==> src/rtl/bit_serializer_pkg.sv <==
// rtl/bit_serializer_pkg.sv - shared defaults, FSM states and clog2 for the serializer path
package bit_serializer_pkg;

   localparam int   DEFAULT_WIDTH    = 8;
   localparam logic DEFAULT_IDLE_BIT = 1'b0;

   typedef enum logic {
      ST_IDLE  = 1'b0,
      ST_SHIFT = 1'b1
   } state_t;

   // Never returns less than 1 so a counter is always at least one bit wide.
   function automatic int clog2(input int n);
      int r;
      r = 0;
      for (int i = 0; i < 32; i++) begin
         if ((1 << i) < n) r = i + 1;
      end
      return (r < 1) ? 1 : r;
   endfunction

endpackage

==> src/rtl/bit_serializer.sv <==
// rtl/bit_serializer.sv - parallel-in serial-out stage with a one-word holding register
module bit_serializer
   import bit_serializer_pkg::*;
#(
   parameter int   WIDTH     = DEFAULT_WIDTH,
   parameter logic MSB_FIRST = 1'b1,
   parameter logic IDLE_BIT  = DEFAULT_IDLE_BIT
) (
   input  logic             i_clk,
   input  logic             i_reset,
   input  logic [WIDTH-1:0] i_in_data,
   input  logic             i_in_valid,
   output logic             o_in_ready,
   output logic             o_bit_out,
   output logic             o_bit_valid,
   output logic             o_bit_last
);

   localparam int            CW   = clog2(WIDTH);
   localparam logic [CW-1:0] LAST = CW'(WIDTH - 1);

   state_t           r_state,     w_state_nxt;
   logic [WIDTH-1:0] r_shreg,     w_shreg_nxt;
   logic [CW-1:0]    r_cnt,       w_cnt_nxt;
   logic [WIDTH-1:0] r_hold,      w_hold_nxt;
   logic             r_hold_full, w_hold_full_nxt;
   logic             w_accept;
   logic             w_last;
   logic [WIDTH-1:0] w_shifted;

   assign o_in_ready = !r_hold_full && !i_reset;
   assign w_accept   = i_in_valid && o_in_ready;
   assign w_last     = (r_cnt == LAST);
   assign w_shifted  = MSB_FIRST ? (r_shreg << 1) : (r_shreg >> 1);

   // Outputs come only from registers, so in_data never reaches bit_out combinationally.
   assign o_bit_valid = (r_state == ST_SHIFT);
   assign o_bit_out   = (r_state == ST_SHIFT) ? (MSB_FIRST ? r_shreg[WIDTH-1] : r_shreg[0])
                                              : IDLE_BIT;
   assign o_bit_last  = (r_state == ST_SHIFT) && w_last;

   always_ff @(posedge i_clk) begin
      if (i_reset) begin
         r_state     <= ST_IDLE;
         r_shreg     <= '0;
         r_cnt       <= '0;
         r_hold      <= '0;
         r_hold_full <= 1'b0;
      end else begin
         r_state     <= w_state_nxt;
         r_shreg     <= w_shreg_nxt;
         r_cnt       <= w_cnt_nxt;
         r_hold      <= w_hold_nxt;
         r_hold_full <= w_hold_full_nxt;
      end
   end

   always_comb begin
      w_state_nxt     = r_state;
      w_shreg_nxt     = r_shreg;
      w_cnt_nxt       = r_cnt;
      w_hold_nxt      = r_hold;
      w_hold_full_nxt = r_hold_full;
      case (r_state)
         ST_IDLE: begin
            if (w_accept) begin
               w_shreg_nxt = i_in_data;
               w_cnt_nxt   = '0;
               w_state_nxt = ST_SHIFT;
            end
         end
         ST_SHIFT: begin
            if (!w_last) begin
               w_shreg_nxt = w_shifted;
               w_cnt_nxt   = r_cnt + 1'b1;
               if (w_accept) begin
                  w_hold_nxt      = i_in_data;
                  w_hold_full_nxt = 1'b1;
               end
            end else if (r_hold_full) begin
               // in_ready is low while the hold is full, so no accept can race the drain.
               w_shreg_nxt     = r_hold;
               w_hold_full_nxt = 1'b0;
               w_cnt_nxt       = '0;
            end else if (w_accept) begin
               w_shreg_nxt = i_in_data;
               w_cnt_nxt   = '0;
            end else begin
               w_shreg_nxt = w_shifted;
               w_cnt_nxt   = '0;
               w_state_nxt = ST_IDLE;
            end
         end
         default: w_state_nxt = ST_IDLE;
      endcase
   end

endmodule

==> config.mk <==
export PLATFORM = sky130hd
export DESIGN_NAME = bit_serializer
export DESIGN_NICKNAME = d
export VERILOG_FILES = /design/src/rtl/bit_serializer_pkg.sv /design/src/rtl/bit_serializer.sv
export SDC_FILE = /design/constraint.sdc
export NUM_CORES = 1
export LEC_CHECK = 0
export CORE_MARGIN = 2
export CORE_UTILIZATION = 60
export DETAILED_ROUTE_END_ITERATION = 12
export PLACE_DENSITY = 0.83
export SYNTH_ARGS = -nofsm -noshare
export SYNTH_HDL_FRONTEND = slang
export SYNTH_SLANG_ARGS = --single-unit
==> constraint.sdc <==
create_clock -name i_clk -period 2.16 [get_ports i_clk]
set_input_delay 0.432 -clock i_clk [delete_from_list [all_inputs] [get_ports i_clk]]
set_output_delay 0.432 -clock i_clk [all_outputs]
set_load 0.005 [all_outputs]
* Yosys cells after proc, flatten, opt, wreduce, memory -nomap -nowiden
Cells that the tools add are included.
** Storage, ports and cells
- Bits in registers :: 50
- Input port bits :: 11
- Output and inout port bits :: 4
- Word-level logic and storage cells :: 33
** Operators by class
- Add/sub/neg operators :: 1
- Equality and inequality tests :: 2
- Muxes and demuxes :: 15
- Bitwise operators :: 2
- Reductions and logical operators :: 8
** Operators with widths (count)
- $mux 32 :: 2
- $pmux 32 s2 :: 1
- $add 32x1->32 const B :: 1
- $eq 32x3->1 const B :: 1
- $mux 8 :: 4
- $pmux 8 s2 :: 1
- $mux 1 :: 6
- $logic_and 1x1->1 :: 3
- $reduce_and 3->1 :: 1
- $logic_not 1->1 :: 2
- $ne 2x2->1 const B :: 1
- $not 1->1 :: 2
- $pmux 1 s2 :: 1
- $reduce_and 2->1 :: 1
- $reduce_bool 2->1 :: 1

* Depth between registers and ports, before layout
Gate-level depths: netlist of run 1.
- Word-level depth :: 7
- Depth in mapped cells :: 8

* Worst setup path before layout of run 1
OpenSTA, ideal clock, no wires.
- Kind :: reg2out
- Start :: register r_cnt[0]
- End :: output o_bit_last
- Data arrival time :: 1.417 ns
- Required time :: 1.728 ns
- Slack :: 0.311 ns
- Stages on the path, launching flop included :: 6
- Cells stage by stage :: dfxtp_1 -> ha_1 -> nor4b_2 -> nand4_2 -> nor2_4 -> and2_1
** On the way
- Word-level cells in the longest chain between the ends :: 2
** RTL lines
- start, declared :: RTL line bit_serializer.sv:24 : logic [CW-1:0] r_cnt, w_cnt_nxt;
- start signal, assigned :: RTL line bit_serializer.sv:52 : r_cnt <= w_cnt_nxt;
- $eq 32x3->1 :: RTL line bit_serializer.sv:33 : assign w_last = (r_cnt == LAST);
- $logic_and 1x1->1 :: RTL line bit_serializer.sv:40 : assign o_bit_last = (r_state == ST_SHIFT) && w_last;
- end, declared :: RTL line bit_serializer.sv:16 : output logic o_bit_last
Every way passes these cells.

* Worst setup path after layout of run 1
- Start :: input i_reset
- End :: output o_in_ready
** On the way
- Word-level cells in the longest chain between the ends :: 2
** RTL lines
- start, declared :: RTL line bit_serializer.sv:10 : input logic i_reset,
- $logic_not 1->1 :: RTL line bit_serializer.sv:31 : assign o_in_ready = !r_hold_full && !i_reset;
- $logic_and 1x1->1 :: RTL line bit_serializer.sv:31
- end, declared :: RTL line bit_serializer.sv:13 : output logic o_in_ready,
Every way passes these cells.

==> results.py, run 1 <==
metrics = {
    "outcome": {
        "status": "finished clean",
    },
    "detailed_routing": {
        "drc": 0,
        "vias_per_cell": 6.56,
        "dr_total_vias": 2944,
        "routed_wl_um": 7770,
        "wire_per_inst_um": 17.3,
        "dr.pass1.iters": 6,
        "first_iter_violations": 367,
        "ant_nets": 0,
    },
    "worst_setup_path": {
        "arrival_ps": 1650,
        "worstRegToRegCells": 7,
        "startpoint": "i_reset",
        "cp.required_ps": 1730,
        "rr_startpoint": "r_cnt[29]",
        "rrSetupSlack_ps": 130,
        "critPathKind": "in -> out",
        "start_kind": "input port",
        "path_max_fanout": 8,
        "endpoint_kind": "output port",
        "r2r-end": "r_hold[1]",
    },
    "power": {
        "peakVddDrop_mv": 0.438,
        "p_leak_uw": 0.00135,
        "power_density_nw_per_um2": 531,
        "power_uw": 1880,
    },
    "synthesis": {
        "synth_flop_cell": "dfxtp_1",
        "syn_area_um2": 2790,
        "avgSynthCellArea_um2": 8.29,
        "synthTopCellsByArea": "dfxtp_1 36%, o21ai_0 4.5%, nand2_1 4.4%, nand3_1 4.1%, mux2i_1 3.6%",
        "ys_seq_elements": 50,
        "synthCells": 337,
        "synth_top_area_share_pct": 35.8,
        "yosys_warnings": 0,
        "yosys.area.top_type": "dfxtp_1",
        "ys_seq_area_share_pct": 35.8,
        "synth-edff-count": 0,
        "synth_nets": 349,
        "synth_cell_type_count": 51,
        "synthArstFlopShare_pct": 0,
    },
    "placement": {
        "gp_congestion": 0.898,
        "dpl.hpwl_um": 5270,
        "post-place-ws_ps": -116,
        "io_buffer_count": 14,
    },
    "sta": {
        "maxSlewViolCount": 0,
        "timing.fmax_mhz": 481,
        "rsz0062_at_grt": "false",
        "tightest_slew_ps": 513,
        "period_needed_ps": 2080,
        "worst_slack_ps": 80.0,
        "hold_viol_final": 0,
        "fin_crit_sh_pct": 96.3,
        "max_slew_margin_pct": 65.7,
        "setup_viol": 0,
        "fin_skew_ps": 10.7,
    },
    "die": {
        "io_pins": 15,
        "dieArea_um2": 5220,
        "die_h_um": 72.2,
        "core_um2": 4410,
        "die_w_um": 72.2,
        "rows": 24,
        "floorplan.initialDensity_pct": 63.3,
    },
    "global_routing": {
        "overflow": 0,
        "antenna_found_initial": 0,
        "grt_usage_pct": 31.0,
        "grt_start_max_net_pins": 23,
        "grt_pass1_wl_um": 12700,
        "grt_pass1_vias": 2711,
    },
    "cts": {
        "clock_path_buffers": 2,
        "worst_skew_pair.late_latency_ps": 310,
        "clk_pin_slew_ps": 90,
        "htreeDepth": 2,
        "cts.sinks": 50,
        "cts_root_buf": "clkbuf_8",
        "cts_tree": "yes",
        "cts_buffers": 5,
    },
    "finish": {
        "syn_to_final_growth_pct": 26.6,
        "nNetsFinal": 408,
        "diodes": 0,
        "drive_gt1_share_pct": 24.9,
    },
    "worst_hold_path": {
        "worstHoldStart": "r_hold[2]",
        "hp-class": "reg -> reg",
        "min_to": "r_hold[2]",
        "worst_hold_path.num_cells": 2,
    },
    "job": {
        "maxCapViolCount": 0,
    },
}
placed cells by master, fill, tap and decap left out, types with 2 or more instances in the layout:
cell type,instances
a31oi_1,13
o211ai_1,7
inv_1,8
or3_1,7
nor2_1,24
xor2_1,7
clkinvlp_4,2
or2_2,2
nand3_1,23
clkdlybuf4s50_1,13
dfxtp_2,4
a21oi_1,18
nand4_1,10
a311oi_1,6
nor2_2,2
mux2i_1,10
buf_4,59
xnor2_1,2
o21bai_1,6
nor3_1,7
nor4_2,5
and3_1,4
nor2b_1,4
or4_1,2
nand2_1,33
a22o_1,7
nor3_4,2
dfxtp_1,46
o21ai_0,25
nor4_4,3
clkbuf_8,5
nand4_2,2
nor4_1,3
nand4_4,2
and4_1,2
where the power goes:
group / internal [µW] / switching, µW
Combinational: 111 / 119
Clock: 345 / 337
Sequential: 943 / 21.6
per-layer routing:
| layer | global-route usage (%) | routed length [µm] | up-vias |
|---|---|---|---|
| met2 | 49.7 | 3640 | 186 |
| met3 | 6.53 | 594 | 34 |
| met4 | 13.4 | 253 | 0 |
| li1 | - | - | 1367 |
| met1 | 40.3 | 3280 | 1357 |
| met5 | 0 | 0 | - |
worst max-delay path, cell delays in order:
cell             delay (ps)
clkdlybuf4s50_1         390
buf_4                   170
nor2_2                  120
clkdlybuf4s50_1         530
synth_stat cells, types with 3 or more instances:
master	instances
o21ai_0	25
nand4_1	10
clkbuf_1	8
a31oi_1	13
nor4_1	7
xor2_1	7
dfxtp_1	50
and3_1	4
o21bai_1	6
nand4_2	3
nand3_1	23
nor2_1	25
buf_2	5
a311oi_1	6
mux2i_1	10
clkbuf_2	4
nor2b_1	4
nor4_2	4
o211ai_1	7
inv_1	8
buf_6	4
nand2_1	33
or3_1	7
nor3_1	7
a21oi_1	18
a22o_1	7
final cells by class:
class,instances,area (µm²)
clock buffer,5,68.8
clock inverter,3,45.0
fill,269,877
inverter,8,30.0
multi-input combinational,257,1720
sequential,50,1010
tap,52,65.1
timing repair buffer,74,598
worst max-delay path by stage:
stage / end / slack [ps] / cells past startpoint
finish: o_in_ready / 80 / 4
global route: r_shreg[1] / 20 / 7
CTS: o_in_ready / 20 / 4
detailed placement: r_shreg[1] / -120 / 7
global placement: r_cnt[14] / 20 / 6
floorplan: o_bit_last / 310 / 5
per-stage QoR:
stage / cell area (µm²) / utilization [%] / cells / setup TNS [ps] / hold slack (ps)
2_1_floorplan: 2790 / - / 337 / 0 / 450
3_3_place_gp: 3300 / 74.9 / 438 / 0 / 468
3_5_place_dp: 3300 / 74.9 / 438 / -652 / 485
4_1_cts: 3500 / 79.2 / 447 / 0 / 509
5_1_grt: 3540 / 80.1 / 449 / 0 / 538
6_report: 3540 / 80.1 / 449 / 0 / 513
cells by family (layout without fill, tap and decap cells):
group,after synthesis,after routing,share of synthesized area (%)
XOR/XNOR,9,9,2.82
AO/OA/AOI/OAI,90,90,20.9
multiplexers,10,10,3.58
AND/OR/NAND/NOR,147,147,30.5
flip-flops,50,50,35.8
buffers and inverters,30,90,5.91
adder cells (fa/ha/maj),1,1,0.448
state kept, by name, indices dropped and copies added, names as in the netlist:
| name | count |
|---|---|
| r_cnt | 32 |
| r_hold | 8 |
| r_shreg | 8 |
| o_bit_valid | 1 |
| r_hold_full | 1 |
timing repair:
| item | in CTS | in global routing |
|---|---|---|
| hold buffers | 0 | 0 |
| gates cloned | 0 | 0 |
| setup endpoints to repair | 2 | 13 |
| pin swaps | 4 | 6 |
| gates resized for setup | 12 | 10 |
| buffers inserted | 1 | 2 |
(Power assumes the default switching activity.)
==> run 2, diff against run 1 <==
Settings changed: ABC_AREA from default to 0.
==> results of run 2 <==
Same layout as run 1: the final DEF is identical, and so are final timing and power.
